File: src/rtl/seq_div_pkg.sv
// ---------------------------------------------------------------------------
// seq_div_pkg
//   Shared definitions for the iterative divider:
//     - div_state_e : FSM state encoding (IDLE/RUN/FIX/DONE)
//     - div_cnt_w   : width of the iteration counter for a given operand width
//     - div_zero_quot : quotient value returned on a divide by zero
// ---------------------------------------------------------------------------
package seq_div_pkg;

  typedef enum logic [1:0] {
    ST_IDLE = 2'd0,
    ST_RUN  = 2'd1,
    ST_FIX  = 2'd2,
    ST_DONE = 2'd3
  } div_state_e;

  // Iteration counter must hold 0..width-1.
  function automatic int div_cnt_w(input int width);
    return (width <= 2) ? 1 : $clog2(width);
  endfunction

  // Divide-by-zero quotient is all ones; the caller sizes it to WIDTH.
  localparam logic DIV_ZERO_QUOT_BIT = 1'b1;

endpackage

File: src/rtl/div_negate.sv
// ---------------------------------------------------------------------------
// div_negate
//   Conditional two's-complement negator (modulo 2^WIDTH).
//   Ports:
//     val_in  [WIDTH-1:0] : value to pass through or negate
//     neg                 : 1 = output -val_in, 0 = output val_in
//     val_out [WIDTH-1:0] : result
// ---------------------------------------------------------------------------
module div_negate #(
  parameter int WIDTH = 32
) (
  input  logic [WIDTH-1:0] val_in,
  input  logic             neg,
  output logic [WIDTH-1:0] val_out
);

  always_comb begin
    val_out = val_in;
    if (neg) begin
      val_out = (~val_in) + {{(WIDTH-1){1'b0}}, 1'b1};
    end
  end

endmodule

File: src/rtl/seq_div.sv
// ---------------------------------------------------------------------------
// seq_div
//   Iterative restoring integer divider, one quotient bit per clock.
//   Signed mode divides magnitudes and fixes signs at the end (truncating).
//   Ports:
//     clk, rst (async, active high)
//     start, is_signed, opA, opB : request, captured when busy=0
//     busy                       : high in RUN and FIX
//     done                       : one-cycle pulse, results valid from it
//     quotient, remainder        : registered, held until next accepted start
//     div_by_zero, overflow      : registered status for the last result
//   Handshake: a request is accepted on any rising edge where start=1 and
//   busy=0 (IDLE or DONE); start while busy=1 is dropped, and operands are
//   only sampled on the accepting edge.
// ---------------------------------------------------------------------------
module seq_div
  import seq_div_pkg::*;
#(
  parameter int WIDTH = 32
) (
  input  logic             clk,
  input  logic             rst,
  input  logic             start,
  input  logic             is_signed,
  input  logic [WIDTH-1:0] opA,
  input  logic [WIDTH-1:0] opB,
  output logic             busy,
  output logic             done,
  output logic [WIDTH-1:0] quotient,
  output logic [WIDTH-1:0] remainder,
  output logic             div_by_zero,
  output logic             overflow
);

  localparam int               CW       = div_cnt_w(WIDTH);
  localparam logic [CW-1:0]    CNT_LAST = CW'(WIDTH - 1);
  localparam logic [WIDTH-1:0] MIN_VAL  = {1'b1, {(WIDTH-1){1'b0}}};
  localparam logic [WIDTH-1:0] ZQUOT    = {WIDTH{DIV_ZERO_QUOT_BIT}};

  div_state_e       state_q, state_d;
  logic [CW-1:0]    cnt_q, cnt_d;
  logic [WIDTH-1:0] dvd_q, dvd_d;       // dividend shifting out, quotient bits shifting in
  logic [WIDTH-1:0] rem_q, rem_d;       // partial remainder
  logic [WIDTH-1:0] dsr_q, dsr_d;       // divisor magnitude
  logic             q_neg_q, q_neg_d;
  logic             r_neg_q, r_neg_d;
  logic             ovf_pend_q, ovf_pend_d;
  logic             dz_wait_q, dz_wait_d;
  logic             done_q, done_d;
  logic [WIDTH-1:0] quotient_q, quotient_d;
  logic [WIDTH-1:0] remainder_q, remainder_d;
  logic             dbz_q, dbz_d;
  logic             ovf_q, ovf_d;

  logic [WIDTH-1:0] a_mag, b_mag, q_fix, r_fix;
  logic [WIDTH:0]   rem_sh, trial;
  logic             a_neg, b_neg;

  assign a_neg = is_signed & opA[WIDTH-1];
  assign b_neg = is_signed & opB[WIDTH-1];

  // |MIN| comes out as 2^(WIDTH-1) read unsigned, which the loop handles.
  div_negate #(.WIDTH(WIDTH)) u_neg_a (.val_in(opA),   .neg(a_neg),   .val_out(a_mag));
  div_negate #(.WIDTH(WIDTH)) u_neg_b (.val_in(opB),   .neg(b_neg),   .val_out(b_mag));
  div_negate #(.WIDTH(WIDTH)) u_neg_q (.val_in(dvd_q), .neg(q_neg_q), .val_out(q_fix));
  div_negate #(.WIDTH(WIDTH)) u_neg_r (.val_in(rem_q), .neg(r_neg_q), .val_out(r_fix));

  // Shifted remainder can reach 2*divisor-1, so it needs WIDTH+1 bits; the
  // trial difference's top bit is then its sign.
  assign rem_sh = {rem_q, dvd_q[WIDTH-1]};
  assign trial  = rem_sh - {1'b0, dsr_q};

  always_comb begin
    state_d     = state_q;
    cnt_d       = cnt_q;
    dvd_d       = dvd_q;
    rem_d       = rem_q;
    dsr_d       = dsr_q;
    q_neg_d     = q_neg_q;
    r_neg_d     = r_neg_q;
    ovf_pend_d  = ovf_pend_q;
    quotient_d  = quotient_q;
    remainder_d = remainder_q;
    dbz_d       = dbz_q;
    ovf_d       = ovf_q;
    dz_wait_d   = 1'b0;
    // A divide by zero raises done one cycle after entering DONE.
    done_d      = dz_wait_q;

    unique case (state_q)
      ST_IDLE, ST_DONE: begin
        state_d = ST_IDLE;
        if (start) begin
          dvd_d      = a_mag;
          dsr_d      = b_mag;
          rem_d      = '0;
          cnt_d      = '0;
          q_neg_d    = a_neg ^ b_neg;
          r_neg_d    = a_neg;
          ovf_pend_d = is_signed && (opA == MIN_VAL) && (opB == {WIDTH{1'b1}});
          dbz_d      = 1'b0;
          ovf_d      = 1'b0;
          if (opB == '0) begin
            quotient_d  = ZQUOT;
            remainder_d = opA;
            dbz_d       = 1'b1;
            dz_wait_d   = 1'b1;
            state_d     = ST_DONE;
          end else begin
            state_d = ST_RUN;
          end
        end
      end
      ST_RUN: begin
        if (!trial[WIDTH]) begin
          rem_d = trial[WIDTH-1:0];
          dvd_d = {dvd_q[WIDTH-2:0], 1'b1};
        end else begin
          rem_d = rem_sh[WIDTH-1:0];
          dvd_d = {dvd_q[WIDTH-2:0], 1'b0};
        end
        cnt_d = cnt_q + 1'b1;
        if (cnt_q == CNT_LAST) begin
          state_d = ST_FIX;
        end
      end
      ST_FIX: begin
        quotient_d  = q_fix;
        remainder_d = r_fix;
        ovf_d       = ovf_pend_q;
        done_d      = 1'b1;
        state_d     = ST_DONE;
      end
      default: state_d = ST_IDLE;
    endcase
  end

  always_ff @(posedge clk or posedge rst) begin
    if (rst) begin
      state_q     <= ST_IDLE;
      cnt_q       <= '0;
      dvd_q       <= '0;
      rem_q       <= '0;
      dsr_q       <= '0;
      q_neg_q     <= 1'b0;
      r_neg_q     <= 1'b0;
      ovf_pend_q  <= 1'b0;
      dz_wait_q   <= 1'b0;
      done_q      <= 1'b0;
      quotient_q  <= '0;
      remainder_q <= '0;
      dbz_q       <= 1'b0;
      ovf_q       <= 1'b0;
    end else begin
      state_q     <= state_d;
      cnt_q       <= cnt_d;
      dvd_q       <= dvd_d;
      rem_q       <= rem_d;
      dsr_q       <= dsr_d;
      q_neg_q     <= q_neg_d;
      r_neg_q     <= r_neg_d;
      ovf_pend_q  <= ovf_pend_d;
      dz_wait_q   <= dz_wait_d;
      done_q      <= done_d;
      quotient_q  <= quotient_d;
      remainder_q <= remainder_d;
      dbz_q       <= dbz_d;
      ovf_q       <= ovf_d;
    end
  end

  assign busy        = (state_q == ST_RUN) || (state_q == ST_FIX);
  assign done        = done_q;
  assign quotient    = quotient_q;
  assign remainder   = remainder_q;
  assign div_by_zero = dbz_q;
  assign overflow    = ovf_q;

endmodule

File: config.mk
export PLATFORM = sky130hd
export DESIGN_NAME = seq_div
export DESIGN_NICKNAME = d
export VERILOG_FILES = /design/src/rtl/seq_div_pkg.sv /design/src/rtl/div_negate.sv /design/src/rtl/seq_div.sv
export SDC_FILE = /design/constraint.sdc
export NUM_CORES = 1
export LEC_CHECK = 0
export BUFFER_PORTS_ARGS = -buffer_cell sky130_fd_sc_hd__buf_2
export CORE_MARGIN = 2
export CORE_UTILIZATION = 64
export CTS_CLUSTER_SIZE = 30
export DETAILED_ROUTE_END_ITERATION = 10
export PLACE_DENSITY_LB_ADDON = 0.2
export SLEW_MARGIN = 30
export SYNTH_ARGS = -nofsm -noshare
export SYNTH_HDL_FRONTEND = slang
export SYNTH_SLANG_ARGS = --single-unit
File: constraint.sdc
create_clock -name clk -period 8.6 [get_ports clk]
set_clock_uncertainty 0.15 [all_clocks]
set_input_delay 0.86 -clock clk [delete_from_list [all_inputs] [get_ports clk]]
set_output_delay 0.86 -clock clk [all_outputs]
set_load 0.1 [all_outputs]
Word-level counts from Yosys, hierarchy flattened:

Cells that the tools add are included.

* bits in registers: 174
* latch bits: 0
* memory bits (writable): 0
* ROM bits: 0
* input bits: 68
* output and inout bits: 68
* word-level logic and storage cells: 76
* memories kept: 0

* $add $sub $neg: 6
* multiply operators: 0
* divide/modulo/power cells: 0
* $lt $le $gt $ge: 0
* equal/unequal tests: 9
* shifts and indexed selects: 0
* multiplexer cells: 28
* bitwise logic cells: 7
* reduce and logical (&&, ||, !) cells: 12

Operator list (count)
* $mux 32: 11
* $pmux 32 s2: 4
* $add 32x1->32 const B: 4
* $not 32->32: 4
* $eq 32x32->1 const B: 2
* $sub 33x32->33: 1
* $logic_not 32->1: 1
* $pmux 5 s2: 1
* $mux 1: 6
* $mux 2: 3
* $ne 2x2->1 const B: 3
* $pmux 2 s3: 1
* $reduce_and 2->1: 3
* $add 5x1->5 const B: 1
* $eq 5x5->1 const B: 1
* $mux 5: 1
* $eq 2x2->1 const B: 2
* $reduce_bool 2->1: 2
* $reduce_and 3->1: 1
* $and 1x1->1: 2
* $eq 2x1->1 const B: 1
* $logic_and 1x1->1: 2
* $logic_not 2->1: 1
* $pmux 1 s2: 1
* other kinds (3): 3

Logic depth before layout (Yosys ltp):

Gate-level depths: netlist of the first run.

* depth in word-level cells: 5
* depth in mapped cells: 13
* gate-level depth less buffers: 12

Modules after synthesis:

Synthesis of the first run repeated with hierarchy kept, for this count alone.

* cell total of the unflattened synthesis: 1388
* area total of the unflattened synthesis: 12577.1 um^2

Modules (own cells, without submodules)
* seq_div: instances 1, cells an instance 992, area an instance 9469.1 um^2, seq. area each 4354.2 um^2
* div_negate: instances 4, cells an instance 99, area an instance 777.0 um^2, seq. area each 0.0 um^2

Least setup slack after synthesis of the first run:

Ideal clock, no wire load.

* kind: input -> register
* start point: in opB[8]
* end point: reg quotient_q[10] (netlist: quotient[10])
* library setup time: 0.082 ns
* arrival time: 3.338 ns
* required time: 8.368 ns
* setup slack: 5.031 ns
* cell stages on the path: 11
* buffers on the path: 4
* cells stage by stage: or4_1 -> nor4_1 -> and3_1 -> clkbuf_1 -> and3_1 -> clkbuf_1 -> a21o_1 -> clkbuf_1 -> buf_1 -> nor2_1 -> a31oi_1

* word-level cells in the longest chain between the ends: 3

Ends and longest elaborated chain
* from (decl): RTL line seq_div.sv:26 `input logic [WIDTH-1:0] opB,`
* $logic_not 32->1: RTL line seq_div.sv:103 `if (opB == '0) begin`
* $ne 2x2->1 (no line)
* $reduce_and 3->1 (no line)
* to (signal assigned): RTL line seq_div.sv:165 `quotient_q <= quotient_d;`
* to (decl): RTL line seq_div.sv:50 `logic [WIDTH-1:0] quotient_q, quotient_d;`

No other way between the ends.
A chain may end at the register's enable or synchronous reset.

Worst setup path after layout of the first run:

* start point: in opB[8]
* end point: reg quotient_q[13] (netlist: quotient[13])

The elaborated chain is that of the path after synthesis.

==> reports/metrics.cfg, run 1 <==
[run_status]
status = completed

[synthesis]
ys.flop_type = dfrtp_1
synth.yosys.seq_area_share_pct = 37.5
synth-edff-count = 0
syn_inst = 1412
synthArstFlopShare_pct = 100
syn_area_per_cell_um2 = 8.22
synth_top_cell_area_share_pct = 37.5
yosysMostFrequentCell = nand2_1
synth_cell_types = 63
syn_nets = 1522
yosysWarnings = 0
syn-cell-area_um2 = 11600
ys_top_cells_by_count = nand2_1 (195), dfrtp_1 (174), o21ai_0 (161)
ys_ff_latch = 174
synth.area.top_cells = dfrtp_1 (38%), o21ai_0 (6.9%), nand2_1 (6.3%)
synth_top_area_cell = dfrtp_1

[sta]
rsz0062_at_grt = no
slew_headroom_pct = 37.7
fmax_mhz = 251
finalMaxSlewViolations = 0
setup_viol = 0
setup_total_negative_slack_ns = 0
post-route-period-util_pct = 46.3
min_period_ns = 3.98
finalHoldViolations = 0
worst_pin_slew_ns = 0.927

[clock_tree]
cts_root_buf = clkbuf_16
htreeDepth = 4
cts_tree = built
clock_latency_ns = 0.43
postCtsSetupBuffers = 0
path_clk_slew_ns = 0.07
post_cts_resized = 0
cts_buffers = 17
ctsHoldBuffers = 0
clockBufferDepth = 2
clock-sinks = 174

[route]
num_vias = 10900
drt_first_pass_iters = 6
drt-total-wl_um = 30200
ant_nets = 0
drt_iter0_markers = 1129
post_drt_wl_per_cell_um = 17.4
remaining_drc_errors = 0
vias_per_cell = 6.26

[place]
hpwl_um = 21500
gp_congestion = 0.904
numPortBuffers = 135

[setup_path]
required_ns = 8.77
worstSetupPathType = input port to register
cp-end-kind = register
cp_slowest_cell = or4_1
critPathLaunch = opB[8]
arrival_ns = 4.14
cpMostUsedCell = and3_1
slowest_delay_ns = 0.57
r2r_cells = 12
crit_path_max_fanout = 57
path_cells = buf_2, or4_1, nor4_1, and3_1, and3_1, a21o_1, buf_4, nand2_1, o22a_1
start_kind = input port
reg2reg_from = dvd_q[31]

[floorplanning]
ios = 136
die_h_um = 139
die-area_um2 = 19200
core_region_area_um2 = 17900
start_util_pct = 64.8
die_w_um = 139
std_cell_rows = 49

[layout]
area_growth_pct = 11.9
n_antenna_cell = 0
drive_above_1_share_pct = 13.1
fin_nets = 1603

[global_routing]
gr-total-overflow = 0
grt_pass1_wl_um = 49800
antenna_found_initial = 0
track_usage_pct = 31.4
grt_pass1_vias = 10200
grt_max_degree = 104

[hold_path]
holdPathStages = 1
min-delay-path-class = register to register
hp-start = dz_wait_q

[flow_run]
maxCapViolations = 0

[worst max-delay path, delay by kind of cell]
| family | cells | cell delay [ns] |
|---|---|---|
| and+or+nand+nor | 5 | 2.21 |
| AOI/OAI and AO/OA | 2 | 0.49 |
| buffers and inverters | 2 | 0.58 |
[layer usage]
metal | up-vias | share of wire (%) | global-route usage (%)
met5 | - | 0 | 0
met4 | 0 | 2.8 | 10.5
met3 | 90 | 6.1 | 5.15
met2 | 452 | 48 | 52.0
met1 | 5111 | 43 | 42.3
li1 | 5216 | - | -
[placed cells by master, fill, tap and decap left out, types with 16 or more instances in the layout]
cell type and instances:
nor2_1 84, a21oi_1 88, dfrtp_1 173, o21ai_0 161, a31oi_1 29, nand2_1 194, o31ai_1 27, buf_2 135
ha_1 40, or3_1 16, xor2_1 78, clkbuf_16 17, nand3_1 78, inv_1 52, nor3_1 16, xnor2_1 66
[state kept, by name (all words and copies together), names as in the netlist, 2 cells and up]
name	cells
dsr_q	32
rem_q	32
quotient	32
state_q	2
cnt_q	5
dvd_q	32
remainder	32
[final timing paths]
path | slack (ns) | end
setup reg to reg | 4.66 | rem_q[22]
max in group asynchronous | 6.78 | q_neg_q
hold reg to reg | 0.29 | done
min in group asynchronous | 0.40 | quotient[5]
hold / removal | 0.29 | done
setup / recovery | 4.62 | quotient[13]
[metrics by stage]
stage	worst slack, ns	cell area [um2]	util (%)	hold WS [ns]	instances
global route	4.40	13000	72.5	0.313	1735
detailed placement	4.22	12400	69.1	0.281	1703
global placement	4.33	12400	69.1	0.296	1703
finish	4.62	13000	72.5	0.293	1735
CTS	4.67	13000	72.5	0.297	1735
floorplan	2.87	11600	-	0.260	1412
[cell type report]
| cell class | instances | area, um2 |
|---|---|---|
| clock buffer | 17 | 425 |
| clock inverter | 15 | 169 |
| inverter | 53 | 206 |
| multi-input combinational | 1102 | 6790 |
| fill | 1432 | 4920 |
| tap | 229 | 287 |
| timing repair buffer | 145 | 754 |
| sequential | 174 | 4360 |
[logic make-up after synthesis]
group	share of synthesized area, %
compound gates	21.9
fa+ha+maj	4.59
flops	37.5
xor+xnor	11.0
mux	0.776
buf+inv	4.43
simple gates	19.8
Power of run 1 is not shown: default switching activity piles up to over one toggle a cycle in this logic, so the estimate is an artifact.
==> run 2, diff against run 1 <==
--- a/config.mk
+++ b/config.mk
@@ -7,7 +7,7 @@
 export LEC_CHECK = 0
 export BUFFER_PORTS_ARGS = -buffer_cell sky130_fd_sc_hd__buf_2
 export CORE_MARGIN = 2
-export CORE_UTILIZATION = 64
+export CORE_UTILIZATION = 54
 export CTS_CLUSTER_SIZE = 30
 export DETAILED_ROUTE_END_ITERATION = 10
 export PLACE_DENSITY_LB_ADDON = 0.2
==> constraint.sdc (replaced) <==
create_clock -name clk -period 3.4 [get_ports clk]
set_clock_uncertainty 0.15 [all_clocks]
set_input_delay 0.34 -clock clk [delete_from_list [all_inputs] [get_ports clk]]
set_output_delay 0.34 -clock clk [all_outputs]
set_load 0.1 [all_outputs]
==> run 2 against run 1 <==
Against the previous run:
- hold slack worse by 0.23 ns
- via count is 0.44% higher
- final cell count is 6.2% higher
- utilization is 7.9 points lower
- first-iteration DRC count is 34% lower
- flip-flop and latch count stayed put
- largest cell class unchanged
- non-clock buffer count is 61 higher
- clock-buffer cell count is 1 higher
==> reports/metrics.cfg, run 2 (same netlist as run 1, synthesis figures left out) <==
[run_status]
status = completed

[global_routing]
grt_pass1_vias = 10100  ; -0.67%
grt_max_degree = 86  ; -17%
grt_pass1_wl_um = 50900  ; +2.2%
track_usage_pct = 28.2  ; -3.2 points
antenna_found_initial = 1  ; +1
gr-total-overflow = 0  ; unchanged

[sta]
setup_viol = 0  ; unchanged
post-route-period-util_pct = 99.7
fmax_mhz = 295
worst_pin_slew_ns = 0.904  ; -0.0229 ns
finalHoldViolations = 0  ; unchanged
finalMaxSlewViolations = 0  ; unchanged
min_period_ns = 3.39
rsz0062_at_grt = yes
slew_headroom_pct = 39.2  ; +1.5 points

[clock_tree]
clock-sinks = 174  ; unchanged
path_clk_slew_ns = 0.07  ; about the same
cts_buffers = 17  ; unchanged
cts_root_buf = clkbuf_16
htreeDepth = 4  ; unchanged
clock_latency_ns = 0.44  ; about the same
cts_tree = built
clockBufferDepth = 2  ; unchanged

[route]
num_vias = 10900  ; +0.44%
post_drt_wl_per_cell_um = 17.0  ; -2.4%
drt-total-wl_um = 31300  ; +3.7%
ant_nets = 0  ; unchanged
remaining_drc_errors = 0  ; unchanged
vias_per_cell = 5.92  ; -5.4%
drt_first_pass_iters = 7  ; +1
drt_iter0_markers = 745  ; -34%

[place]
post_dp_cell_area_um2 = 13000  ; +4.9%
hpwl_um = 23600  ; +9.6%
gp_congestion = 0.954  ; +5.5%
numPortBuffers = 135  ; unchanged

[layout]
final_cell_mix = nand2_1 (194), dfrtp_1 (174), o21ai_0 (159)
mostFrequentLayoutCell = nand2_1
drive_above_1_share_pct = 17.2  ; +4.1 points
fin_area_um2 = 13600  ; +5.0%
fin_nets = 1664  ; +3.8%
area_growth_pct = 17.4

[setup_path]
path_cells = or4_4, nor3_4, nand2b_1, or4_4, or4_4, or4b_4, o31ai_2, xor2_1, a31oi_1
crit_path_max_fanout = 4  ; -93%
arrival_ns = 3.52  ; -0.62 ns
reg2reg_slack_ns = 0.009  ; -4.65 ns
critPathLaunch = dvd_q[6]
cp_slowest_cell = or4_4
reg2reg_from = dvd_q[6]
path_buf_inv = 0  ; -2
r2r_cells = 9  ; -3
cpMostUsedCell = or4_4
cp-end-kind = register
required_ns = 3.53  ; -5.24 ns
worstSetupPathType = register to register
reg2reg_to = quotient[27]
start_kind = register
cp_top_family = simple AND/OR/NAND/NOR gates
slowest_delay_ns = 0.56  ; about the same

[flow_run]
maxCapViolations = 0  ; unchanged

[hold_path]
hp-start = opB[31]
min_to = dsr_q[31]
holdPathStages = 3  ; +2
min-delay-path-class = input port to register

[floorplanning]
ios = 136  ; unchanged
die-area_um2 = 22700  ; +18%
die_w_um = 151  ; +8.6%
die_h_um = 151  ; +8.6%
std_cell_rows = 53  ; +8.2%
core_region_area_um2 = 21100  ; +18%
start_util_pct = 55.0  ; -9.8 points

==> run 2: how the worst max path moves through the flow <==
stage	end	depth (start not counted)
finish	quotient[27]	9
CTS	quotient[27]	9
global route	quotient[31]	9
global placement	quotient[27]	9
floorplan	quotient[27]	9
detailed placement	quotient[27]	9
==> run 2: final cells by class <==
class / count / area, um2
clock inverters: 14 / 121
multi-input cells: 1102 / 6850
fillers: 1850 / 7460
inverters: 53 / 203
well taps: 275 / 344
flip-flops and latches: 174 / 4350
repair buffers: 206 / 1320
clock buffers: 18 / 439
diodes: 1 / 2.50
==> run 2: routing by layer <==
layer	global-route usage, %	part of all wire (%)	vias up
li1	-	-	5328
met2	47.6	48	336
met5	0	0.042	-
met4	10.7	2.8	2
met3	3.18	5.0	57
met1	37.2	44	5194
==> run 2: worst register-to-register path, stage by stage, from the launching register on <==
cell and delay [ns]:
dfrtp_1 0.39, or4_4 0.56, nor3_4 0.14, nand2b_1 0.11, or4_4 0.42, or4_4 0.44, or4b_4 0.55, o31ai_2 0.22
xor2_1 0.17, a31oi_1 0.09
==> run 2: stage by stage <==
stage / utilization [%] / worst slack [ns] / setup TNS (ns) / hold WS (ns) / instances
final: 64.6 / 0.00863 / 0 / 0.0613 / 1843
after global routing: 64.6 / -0.0771 / -0.192 / 0.0739 / 1842
after CTS: 64.4 / 0.00356 / 0 / 0.0595 / 1842
after detailed placement: 61.6 / -0.0959 / -0.194 / 0.106 / 1808
after global placement: 61.5 / -0.0621 / -0.0621 / 0.101 / 1807
after floorplan: - / 0.0543 / 0 / 0.260 / 1412
==> run 2: timing repair <==
item	4_1_cts	5_1_grt
pin swaps	1	5
gates resized for setup	3	13
hold buffers	1	0
buffers inserted	1	0
hold endpoints to repair	70	0
endpoints found under the setup margin	3	39
Power of run 2 is left out for the same reason.
==> run 3, diff against run 2 <==
--- a/config.mk
+++ b/config.mk
@@ -7,7 +7,7 @@
 export LEC_CHECK = 0
 export BUFFER_PORTS_ARGS = -buffer_cell sky130_fd_sc_hd__buf_2
 export CORE_MARGIN = 2
-export CORE_UTILIZATION = 54
+export CORE_UTILIZATION = 60
 export CTS_CLUSTER_SIZE = 30
 export DETAILED_ROUTE_END_ITERATION = 10
 export PLACE_DENSITY_LB_ADDON = 0.2
==> constraint.sdc (replaced) <==
create_clock -name clk -period 3.5 [get_ports clk]
set_clock_uncertainty 0.15 [all_clocks]
set_input_delay 0.35 -clock clk [delete_from_list [all_inputs] [get_ports clk]]
set_output_delay 0.35 -clock clk [all_outputs]
set_load 0.1 [all_outputs]
==> run 3 against run 2 <==
Against the previous run:
- clock-buffer cell count up 1
- first-iteration DRC count grew 17%
- critical path type unchanged
- setup slack better by 0.068 ns
- final cell count down 1.8%
- utilization rose by 6.9 points
- critical endpoint unchanged
- flip-flop and latch count is the same
==> reports/metrics.cfg, run 3 (same netlist as run 1, synthesis figures left out) <==
[run_status]
status = completed

[setup_path]
cpMostUsedCell = or4_4
cp_slowest_cell = or4b_4
start_kind = register
required_ns = 3.66  ; +0.13 ns
slowest_delay_ns = 0.57  ; about the same
path_buf_inv = 0  ; unchanged
cp-end-kind = register
reg2reg_slack_ns = 0.08  ; +0.07 ns
worstSetupPathType = register to register
crit_path_max_fanout = 4  ; unchanged
path_cells = or4_4, nor3_4, nand2b_1, or4_4, or4_4, or4b_4, o31ai_2, xor2_1, a31oi_1
arrival_ns = 3.58  ; +0.06 ns
reg2reg_to = quotient[27]
cp_top_family = simple AND/OR/NAND/NOR gates
reg2reg_from = dvd_q[6]
r2r_cells = 9  ; unchanged

[place]
hpwl_um = 22200  ; -5.9%
numPortBuffers = 135  ; unchanged
dp_slack_ns = 0.0628  ; +0.159 ns
gp_congestion = 0.896  ; -6.1%

[route]
num_vias = 11000  ; +0.54%
vias_per_cell = 6.07  ; +2.4%
drt-total-wl_um = 30300  ; -3.2%
post_drt_wl_per_cell_um = 16.7  ; -1.4%
remaining_drc_errors = 0  ; unchanged
drt_iter0_markers = 871  ; +17%
ant_nets = 0  ; unchanged
drt_first_pass_iters = 6  ; -1

[clock_tree]
cts_tree = built
cts_root_buf = clkbuf_16
path_clk_slew_ns = 0.07  ; about the same
clock_latency_ns = 0.43  ; about the same
clock-sinks = 174  ; unchanged
htreeDepth = 4  ; unchanged
clockBufferDepth = 2  ; unchanged
cts_buffers = 17  ; unchanged

[layout]
nFillCells = 1512  ; -18%
mostFrequentLayoutCell = nand2_1
area_growth_pct = 16.1
drive_above_1_share_pct = 15.4  ; -1.8 points
final_cell_mix = nand2_1 (194), dfrtp_1 (174), o21ai_0 (159)
fin_nets = 1644  ; -1.2%

[floorplanning]
die_w_um = 143  ; -5.0%
die-area_um2 = 20500  ; -9.7%
std_cell_rows = 50  ; -5.7%
die_h_um = 143  ; -5.0%
start_util_pct = 61.6  ; +6.6 points
ios = 136  ; unchanged
core_region_area_um2 = 18800  ; -11%

[sta]
post-route-period-util_pct = 97.8  ; -1.9 points
slew_headroom_pct = 45.5  ; +6.2 points
finalHoldViolations = 0  ; unchanged
setup_ws_ns = 0.0766  ; +0.0680 ns
whs_ns = 0.0703  ; +0.00898 ns
worst_pin_slew_ns = 0.811  ; -0.0928 ns
fmax_mhz = 292  ; -0.94%
finalMaxSlewViolations = 0  ; unchanged
setup_viol = 0  ; unchanged
min_period_ns = 3.42  ; +0.0320 ns

[global_routing]
antenna_found_initial = 0  ; -1
track_usage_pct = 30.1  ; +1.9 points
gr-total-overflow = 0  ; unchanged
grt_pass1_vias = 10000  ; -0.61%
grt_max_degree = 175  ; +100%
grt_pass1_wl_um = 49300  ; -3.0%

[hold_path]
holdPathStages = 3  ; unchanged
min_to = dsr_q[31]
min-delay-path-class = input port to register
hp-start = opB[31]

[flow_run]
maxCapViolations = 0  ; unchanged

[run 3: how the worst max path moves through the flow]
| stage | from | end | cells after the start |
|---|---|---|---|
| 3_5_place_dp | dvd_q[6] | quotient[27] | 9 |
| 5_1_grt | dvd_q[31] | rem_q[17] | 13 |
| 2_1_floorplan | dvd_q[31] | rem_q[10] | 13 |
| 3_3_place_gp | dvd_q[6] | quotient[27] | 9 |
| 6_report | dvd_q[6] | quotient[27] | 9 |
| 4_1_cts | dvd_q[6] | quotient[27] | 9 |
[run 3: layout make-up]
class	instances	area, um2	area share [%]
multi-input combinational	1102	6810	50.6
clock buffer	19	443	3.29
antenna	3	7.51	0.0557
clock inverter	12	139	1.03
inverter	53	203	1.50
sequential	174	4350	32.3
tap	260	325	2.41
timing repair buffer	186	1190	8.82
[run 3: repair_timing]
item | CTS | global route
buffers inserted | 0 | 1
gates resized for setup | 0 | 7
endpoints found under the hold margin | 0 | 61
endpoints found under the setup margin | 0 | 32
hold buffers | 0 | 1
[run 3: through the flow]
step / utilization, % / setup TNS [ns] / cell area, um2 / cells
after floorplan: - / 0 / 11600 / 1412
after global placement: 67.9 / 0 / 12800 / 1771
after detailed placement: 67.9 / 0 / 12800 / 1771
after CTS: 71.0 / 0 / 13400 / 1802
after global routing: 71.5 / -0.0422 / 13500 / 1806
final: 71.5 / 0 / 13500 / 1809
[run 3: tightest hold or removal path, stage by stage]
cell and delay, ns:
buf_2 0.13, nand2_1 0.06, o21ai_0 0.06
[run 3: per-layer routing]
metal / part of all wire (%) / track usage [%]
met5: 0 / 0
met4: 2.6 / 10.9
met3: 6.4 / 4.12
met2: 49 / 50.8
met1: 42 / 39.5
Power of run 3 is left out for the same reason.
